<file path="src/rtl/mips_pkg.sv">
// Shared issue-stage definitions: latency classes per functional unit,
// hazard-cause encoding and the latency clamp used by the scoreboard.
package mips_pkg;

  localparam int MAXLAT_DEF = 8;

  localparam int LAT_ALU  = 1;
  localparam int LAT_LOAD = 2;
  localparam int LAT_MUL  = 4;
  localparam int LAT_DIV  = MAXLAT_DEF;

  typedef enum logic [1:0] {
    HZ_NONE,
    HZ_RAW,
    HZ_WAW,
    HZ_STRUCT
  } hz_cause_e;

  // 0 behaves as a single-cycle op; oversize values saturate.
  function automatic int unsigned lat_clamp(
    input int unsigned l,
    input int unsigned maxlat
  );
    if (l == 0) return 1;
    if (l > maxlat) return maxlat;
    return l;
  endfunction

endpackage

</file>
<file path="src/rtl/issue_scoreboard_if.sv">
// Decode-to-issue bundle plus the stall/issue/pending responses.
interface issue_scoreboard_if #(
  parameter  int NREGS  = 32,
  parameter  int MAXLAT = 8,
  localparam int AW     = $clog2(NREGS),
  localparam int LW     = $clog2(MAXLAT + 1)
);

  logic             id_iss_valid;
  logic [AW-1:0]    id_iss_addra;
  logic             id_iss_usea;
  logic [AW-1:0]    id_iss_addrb;
  logic             id_iss_useb;
  logic [AW-1:0]    id_iss_regdest;
  logic             id_iss_writereg;
  logic [LW-1:0]    id_iss_latency;
  logic             ex_if_stall;
  logic             iss_stall;
  logic             iss_issue;
  logic [NREGS-1:0] iss_pending;

  modport master (
    output id_iss_valid,
    output id_iss_addra,
    output id_iss_usea,
    output id_iss_addrb,
    output id_iss_useb,
    output id_iss_regdest,
    output id_iss_writereg,
    output id_iss_latency,
    output ex_if_stall,
    input  iss_stall,
    input  iss_issue,
    input  iss_pending
  );

  modport slave (
    input  id_iss_valid,
    input  id_iss_addra,
    input  id_iss_usea,
    input  id_iss_addrb,
    input  id_iss_useb,
    input  id_iss_regdest,
    input  id_iss_writereg,
    input  id_iss_latency,
    input  ex_if_stall,
    output iss_stall,
    output iss_issue,
    output iss_pending
  );

endinterface

</file>
<file path="src/rtl/sb_counter.sv">
// Cycles-to-writeback counter for one architectural register.
module sb_counter #(
  parameter int LW = 4
) (
  input  logic          clk,
  input  logic          rst,
  input  logic          en,
  input  logic          load,
  input  logic [LW-1:0] lat,
  output logic [LW-1:0] cnt
);

  logic [LW-1:0] cnt_q;
  logic [LW-1:0] cnt_d;

  always_comb begin
    cnt_d = cnt_q;
    if (en) begin
      if (load) begin
        cnt_d = lat;
      end else if (cnt_q != '0) begin
        cnt_d = cnt_q - LW'(1);
      end
    end
  end

  always_ff @(posedge clk) begin
    if (rst) begin
      cnt_q <= '0;
    end else begin
      cnt_q <= cnt_d;
    end
  end

  assign cnt = cnt_q;

endmodule

</file>
<file path="src/rtl/issue_scoreboard.sv">
// Issue-stage scoreboard: per-register countdowns, writeback slot
// bitmap, RAW/WAW/writeback-port hazard detection and issue stall.
module issue_scoreboard
  import mips_pkg::*;
#(
  parameter  int NREGS  = 32,
  parameter  int MAXLAT = MAXLAT_DEF,
  parameter  bit BYPASS = 1'b1,
  localparam int AW     = $clog2(NREGS),
  localparam int LW     = $clog2(MAXLAT + 1)
) (
  input logic               clock,
  input logic               reset,
  issue_scoreboard_if.slave sb
);

  localparam logic [LW-1:0] RAW_THR =
    BYPASS ? LW'(1) : '0;

  logic [LW-1:0]   lat;
  logic [LW-1:0]   cnt [NREGS];
  logic [MAXLAT:1] slot_q;
  logic [MAXLAT:1] slot_d;
  logic            we;
  logic            en;
  logic            ld;
  logic            raw_a;
  logic            raw_b;
  logic            waw;
  logic            strc;
  logic            slot_hit;
  logic            stall;
  logic            issue;

  assign lat = LW'(lat_clamp(
    32'(sb.id_iss_latency),
    MAXLAT
  ));

  assign we = sb.id_iss_writereg
    && (sb.id_iss_regdest != '0);
  assign en = !sb.ex_if_stall;

  always_comb begin
    raw_a = sb.id_iss_usea
      && (sb.id_iss_addra != '0)
      && (cnt[sb.id_iss_addra] > RAW_THR);
    raw_b = sb.id_iss_useb
      && (sb.id_iss_addrb != '0)
      && (cnt[sb.id_iss_addrb] > RAW_THR);
    waw = we
      && (cnt[sb.id_iss_regdest] != '0)
      && (cnt[sb.id_iss_regdest] >= lat);
  end

  // Slot L+1 shifts to L next edge, where the new write would land.
  always_comb begin
    slot_hit = 1'b0;
    for (int k = 1; k < MAXLAT; k++) begin
      if (lat == LW'(k)) slot_hit = slot_q[k+1];
    end
    strc = we && slot_hit;
  end

  assign stall = sb.id_iss_valid
    && (raw_a || raw_b || waw || strc);
  assign issue = sb.id_iss_valid
    && !stall && !sb.ex_if_stall;
  assign ld = issue && we;

  assign sb.iss_stall = stall;
  assign sb.iss_issue = issue;

  always_comb begin
    slot_d = slot_q;
    if (en) begin
      for (int k = 1; k < MAXLAT; k++) begin
        slot_d[k] = slot_q[k+1];
      end
      slot_d[MAXLAT] = 1'b0;
      for (int k = 1; k <= MAXLAT; k++) begin
        if (ld && lat == LW'(k)) slot_d[k] = 1'b1;
      end
    end
  end

  always_ff @(posedge clock) begin
    if (reset) begin
      slot_q <= '0;
    end else begin
      slot_q <= slot_d;
    end
  end

  assign cnt[0] = '0;

  for (genvar r = 1; r < NREGS; r++) begin : g_cnt
    logic ld_r;
    assign ld_r = ld
      && (sb.id_iss_regdest == AW'(r));
    sb_counter #(.LW(LW)) u_cnt (
      .clk  (clock),
      .rst  (reset),
      .en   (en),
      .load (ld_r),
      .lat  (lat),
      .cnt  (cnt[r])
    );
  end

  always_comb begin
    sb.iss_pending = '0;
    for (int r = 0; r < NREGS; r++) begin
      sb.iss_pending[r] = (cnt[r] != '0);
    end
  end

endmodule

</file>
<file path="src/flat_wrapper.sv">
// flat-port wrapper written by rule: the top's interface ports become plain ports
module issue_scoreboard_flat import mips_pkg::*;
#(
  parameter  int NREGS  = 32,
  parameter  int MAXLAT = MAXLAT_DEF,
  parameter  bit BYPASS = 1'b1,
  localparam int AW     = $clog2(NREGS),
  localparam int LW     = $clog2(MAXLAT + 1)
)
  (clock, reset, sb_id_iss_valid, sb_id_iss_addra, sb_id_iss_usea, sb_id_iss_addrb, sb_id_iss_useb, sb_id_iss_regdest, sb_id_iss_writereg, sb_id_iss_latency, sb_ex_if_stall, sb_iss_stall, sb_iss_issue, sb_iss_pending);
  issue_scoreboard_if #(.NREGS(NREGS), .MAXLAT(MAXLAT)) sb_i ();
  input logic clock;
  input logic reset;
  input wire logic [$bits(sb_i.id_iss_valid)-1:0] sb_id_iss_valid;
  input wire logic [$bits(sb_i.id_iss_addra)-1:0] sb_id_iss_addra;
  input wire logic [$bits(sb_i.id_iss_usea)-1:0] sb_id_iss_usea;
  input wire logic [$bits(sb_i.id_iss_addrb)-1:0] sb_id_iss_addrb;
  input wire logic [$bits(sb_i.id_iss_useb)-1:0] sb_id_iss_useb;
  input wire logic [$bits(sb_i.id_iss_regdest)-1:0] sb_id_iss_regdest;
  input wire logic [$bits(sb_i.id_iss_writereg)-1:0] sb_id_iss_writereg;
  input wire logic [$bits(sb_i.id_iss_latency)-1:0] sb_id_iss_latency;
  input wire logic [$bits(sb_i.ex_if_stall)-1:0] sb_ex_if_stall;
  output wire logic [$bits(sb_i.iss_stall)-1:0] sb_iss_stall;
  output wire logic [$bits(sb_i.iss_issue)-1:0] sb_iss_issue;
  output wire logic [$bits(sb_i.iss_pending)-1:0] sb_iss_pending;
  assign sb_i.id_iss_valid = sb_id_iss_valid;
  assign sb_i.id_iss_addra = sb_id_iss_addra;
  assign sb_i.id_iss_usea = sb_id_iss_usea;
  assign sb_i.id_iss_addrb = sb_id_iss_addrb;
  assign sb_i.id_iss_useb = sb_id_iss_useb;
  assign sb_i.id_iss_regdest = sb_id_iss_regdest;
  assign sb_i.id_iss_writereg = sb_id_iss_writereg;
  assign sb_i.id_iss_latency = sb_id_iss_latency;
  assign sb_i.ex_if_stall = sb_ex_if_stall;
  assign sb_iss_stall = sb_i.iss_stall;
  assign sb_iss_issue = sb_i.iss_issue;
  assign sb_iss_pending = sb_i.iss_pending;
  issue_scoreboard #(.NREGS(NREGS), .MAXLAT(MAXLAT), .BYPASS(BYPASS)) u_core (.clock(clock), .reset(reset), .sb(sb_i));
endmodule
</file>
<file path="config.mk">
export PLATFORM = sky130hd
export DESIGN_NAME = issue_scoreboard_flat
export DESIGN_NICKNAME = d
export VERILOG_FILES = /design/src/rtl/mips_pkg.sv /design/src/rtl/issue_scoreboard_if.sv /design/src/rtl/sb_counter.sv /design/src/rtl/issue_scoreboard.sv /design/src/flat_wrapper.sv
export SDC_FILE = /design/constraint.sdc
export NUM_CORES = 1
export LEC_CHECK = 0
export BUFFER_PORTS_ARGS = -buffer_cell sky130_fd_sc_hd__buf_2
export CORE_MARGIN = 3
export CORE_UTILIZATION = 69
export CTS_BUF_LIST = sky130_fd_sc_hd__clkbuf_8
export DETAILED_ROUTE_END_ITERATION = 8
export PLACE_DENSITY = 0.93
export SLEW_MARGIN = 20
export SYNTH_ARGS = -nofsm -noshare
export SYNTH_HDL_FRONTEND = slang
export SYNTH_SLANG_ARGS = --single-unit
</file>
<file path="constraint.sdc">
create_clock -name clock -period 6.4 [get_ports clock]
set_input_delay 0.64 -clock clock [delete_from_list [all_inputs] [get_ports clock]]
set_output_delay 0.64 -clock clock [all_outputs]
set_load 0.02 [all_outputs]
</file>
==> results.yml <==
run_status:
  outcome: "complete, no violations"
global_route:
  met2_usage_pct: 61.5
  grt_use_met1_pct: 56.2
  gr-max-usage-layer: "met2"
  grt_overflow: 0
  grt_use_total_pct: 42.1
  antenna_found_initial: 0
  grt_pass1_wl_um: 59500
  grt_max_degree: 97
  grt_use_met3_pct: 12.8
  grt_pass1_vias: 11100
worst_setup_path:
  reg2regPathDepth: 15
  crit_required_ns: 5.76
  worstPathArrival_ns: 4.60
  path_class: "input pin to output port"
  cp-end-kind: "output port"
  startpoint_type: "input pin"
  cp_max_fo: 39
clocking:
  ctsHoldBuffers: 0
  cts_setup_buffers: 0
  cts_buffers: 17
  cts_tree: "yes"
  clock_latency_ns: 0.49
  clk_pin_slew_worst_paths_ns: 0.08
  root_buffer: "clkbuf_8"
  htree_num_levels: 4
  cts.sinks: 131
  cts_buffer_depth: 2
  post_cts_resize_count: 0
sta:
  slew_headroom_pct: 11.9
  finalSetupTns_ns: 0
  min_period_ns: 5.24
  fmax_mhz: 191
  finalCritPeriodShare_pct: 81.8
  hold_viol: 0
  timing.final.ws_setup_ns: 1.16
  tightestPinTransition_ns: 1.31
  setup_viol: 0
  drv_slew: 0
  rsz0062_at_grt: "no"
  fin_skew_ns: 0.0140
logic_synthesis:
  synth_most_common_cell: "dfxtp_1"
  ys_async_sr_fraction_pct: 0
  netlist_top_cells_count: "dfxtp_1, nor2_1, nand2_1, nor3_1, inv_1"
  synth_top_area_share_pct: 23.5
  syn_nets: 1506
  synth_compound_area_share_pct: 23.9
  netlist_instances: 1414
  yosys-mux-area-fraction_pct: 10.4
  synth.area.top_cells: "dfxtp_1, ha_1, mux2i_1, nor3_1, nor2_1"
  ys_seq_area_share_pct: 23.5
  synth_top_family_by_area: "simple AND/OR/NAND/NOR gates"
  synth_top_area_cell: "dfxtp_1"
  synth_cell_type_count: 81
  synth-edff-count: 0
  synthAdderAreaFrac_pct: 7.39
  synth_flop_cell: "dfxtp_1"
  syn_avg_cell_area_um2: 7.90
  syn-cell-area_um2: 11200
  yosys.area_share.simple_pct: 26.8
  synth-xor-area-share_pct: 0.941
  yosys_warnings: 0
  ys_ff_latch: 131
placement:
  portBuffers: 58
  place_ws_ns: 1.19
  place_hpwl_um: 26600
  place_congestion: 1.07
power:
  p_int_w: 0.00315
  p_sw_w: 0.00313
  comb_power_share_pct: 59.4
  power.share.clock_pct: 12.8
  power_density_nw_per_um2: 530
  leakage_nw: 4.74
  ir_drop_mv: 0.352
  sw_frac_of_total_pct: 49.9
  power_frac_seq_pct: 27.8
die:
  initial_core_util_pct: 71.9
  core_um2: 15500
  die-area_um2: 17800
  die_w_um: 133
  rows: 45
  die_h_um: 133
  io-pin-count: 60
hold_path:
  hold_depth: 2
  hold_path.class: "flip-flop to flip-flop"
detailed_routing:
  drt-total-wl_um: 38400
  drc: 0
  drt-vias-per-instance: 7.45
  via_count: 12200
  drt_pass1_iterations: 9
  ant_nets: 0
  drtIter0Drc: 2246
  routedWlPerCell_um: 23.5
layout:
  num_antenna_cells: 0
  nets: 1502
  layout-drive-gt1-share_pct: 12.3
  area_growth_pct: 6.04
flow_run:
  drv_cap: 0
[power by group through the flow]
stage	Sequential [W]	Clock [W]	Combinational [W]
after floorplan	0.00148	0	0.00281
after global placement	0.00168	0	0.00346
after detailed placement	0.00171	0	0.00360
after CTS	0.00169	0.000797	0.00364
after global routing	0.00176	0.000830	0.00409
final	0.00175	0.000805	0.00372
[path summary, 6_finish.rpt]
check / start / to / slack (ns)
worst min register to register: u_core.slot_q[8] / u_core.slot_q[8] / 0.48
worst max-delay path: sb_id_iss_regdest[1] / sb_iss_stall / 1.16
worst max register to register: u_core.g_cnt[1].u_cnt.cnt[0] / u_core.g_cnt[2].u_cnt.cnt[1] / 2.19
worst min-delay path: u_core.slot_q[8] / u_core.slot_q[8] / 0.48
[final cells by class]
class / instances / area, um^2
multi-input combinational: 1094 / 7770
clock inverter: 8 / 124
inverter: 95 / 357
timing repair buffer: 71 / 393
sequential: 131 / 2620
tap: 211 / 264
clock buffer: 23 / 317
fill: 1173 / 3700
[layout by cell type, fill, tap and decap left out, types with 40 or more instances in the layout]
cell and instances:
nand2_1 103, o21ai_0 44, dfxtp_1 131, inv_1 94, mux2i_1 50, buf_2 56, a21oi_1 58, nor2_1 104
nor3_1 100, a211oi_1 40, nand3_1 66, ha_1 66
[state kept, by name, summed over array words and instances (netlist names)]
| signal | cells |
|---|---|
| u_core.slot_q | 7 |
| u_core.g_cnt.u_cnt.cnt | 124 |
[routing by layer]
layer,vias to the layer above,part of all wire [%]
met5,-,0
met4,0,6.1
met3,235,15
met2,1106,42
met1,5509,37
li1,5321,-
[critical path: stages]
cell	delay (ns)
buf_2	0.66
buf_4	0.41
mux2i_1	0.21
a22oi_1	0.09
o311a_1	0.15
nor4_2	0.46
ha_1	0.31
nand2b_1	0.14
a21o_1	0.17
a21o_1	0.17
a21oi_1	0.14
nor2_1	0.10
o31ai_4	0.24
nand2_1	0.26
and2_1	0.26
buf_2	0.16
[kinds of logic (layout without fill, tap and decap cells)]
family,after synthesis,count (layout)
AND/OR/NAND/NOR,565,565
flip-flops,131,131
buffers and inverters,189,197
multiplexers,89,89
XOR/XNOR,12,12
other,1,1
AO/OA/AOI/OAI,361,361
adder cells (fa/ha/maj),66,66
[metrics by stage]
stage / power (W) / instance area (um^2) / util, % / instances / hold slack [ns]
3_3_place_gp: 0.00515 / 11400 / 73.4 / 1602 / 0.464
3_5_place_dp: 0.00530 / 11400 / 73.4 / 1602 / 0.465
4_1_cts: 0.00613 / 11800 / 76.2 / 1633 / 0.478
6_report: 0.00627 / 11800 / 76.2 / 1633 / 0.480
5_1_grt: 0.00667 / 11800 / 76.2 / 1633 / 0.515
2_1_floorplan: 0.00429 / 11200 / - / 1414 / 0.449
Note: power is estimated with default switching activity, not from simulation.
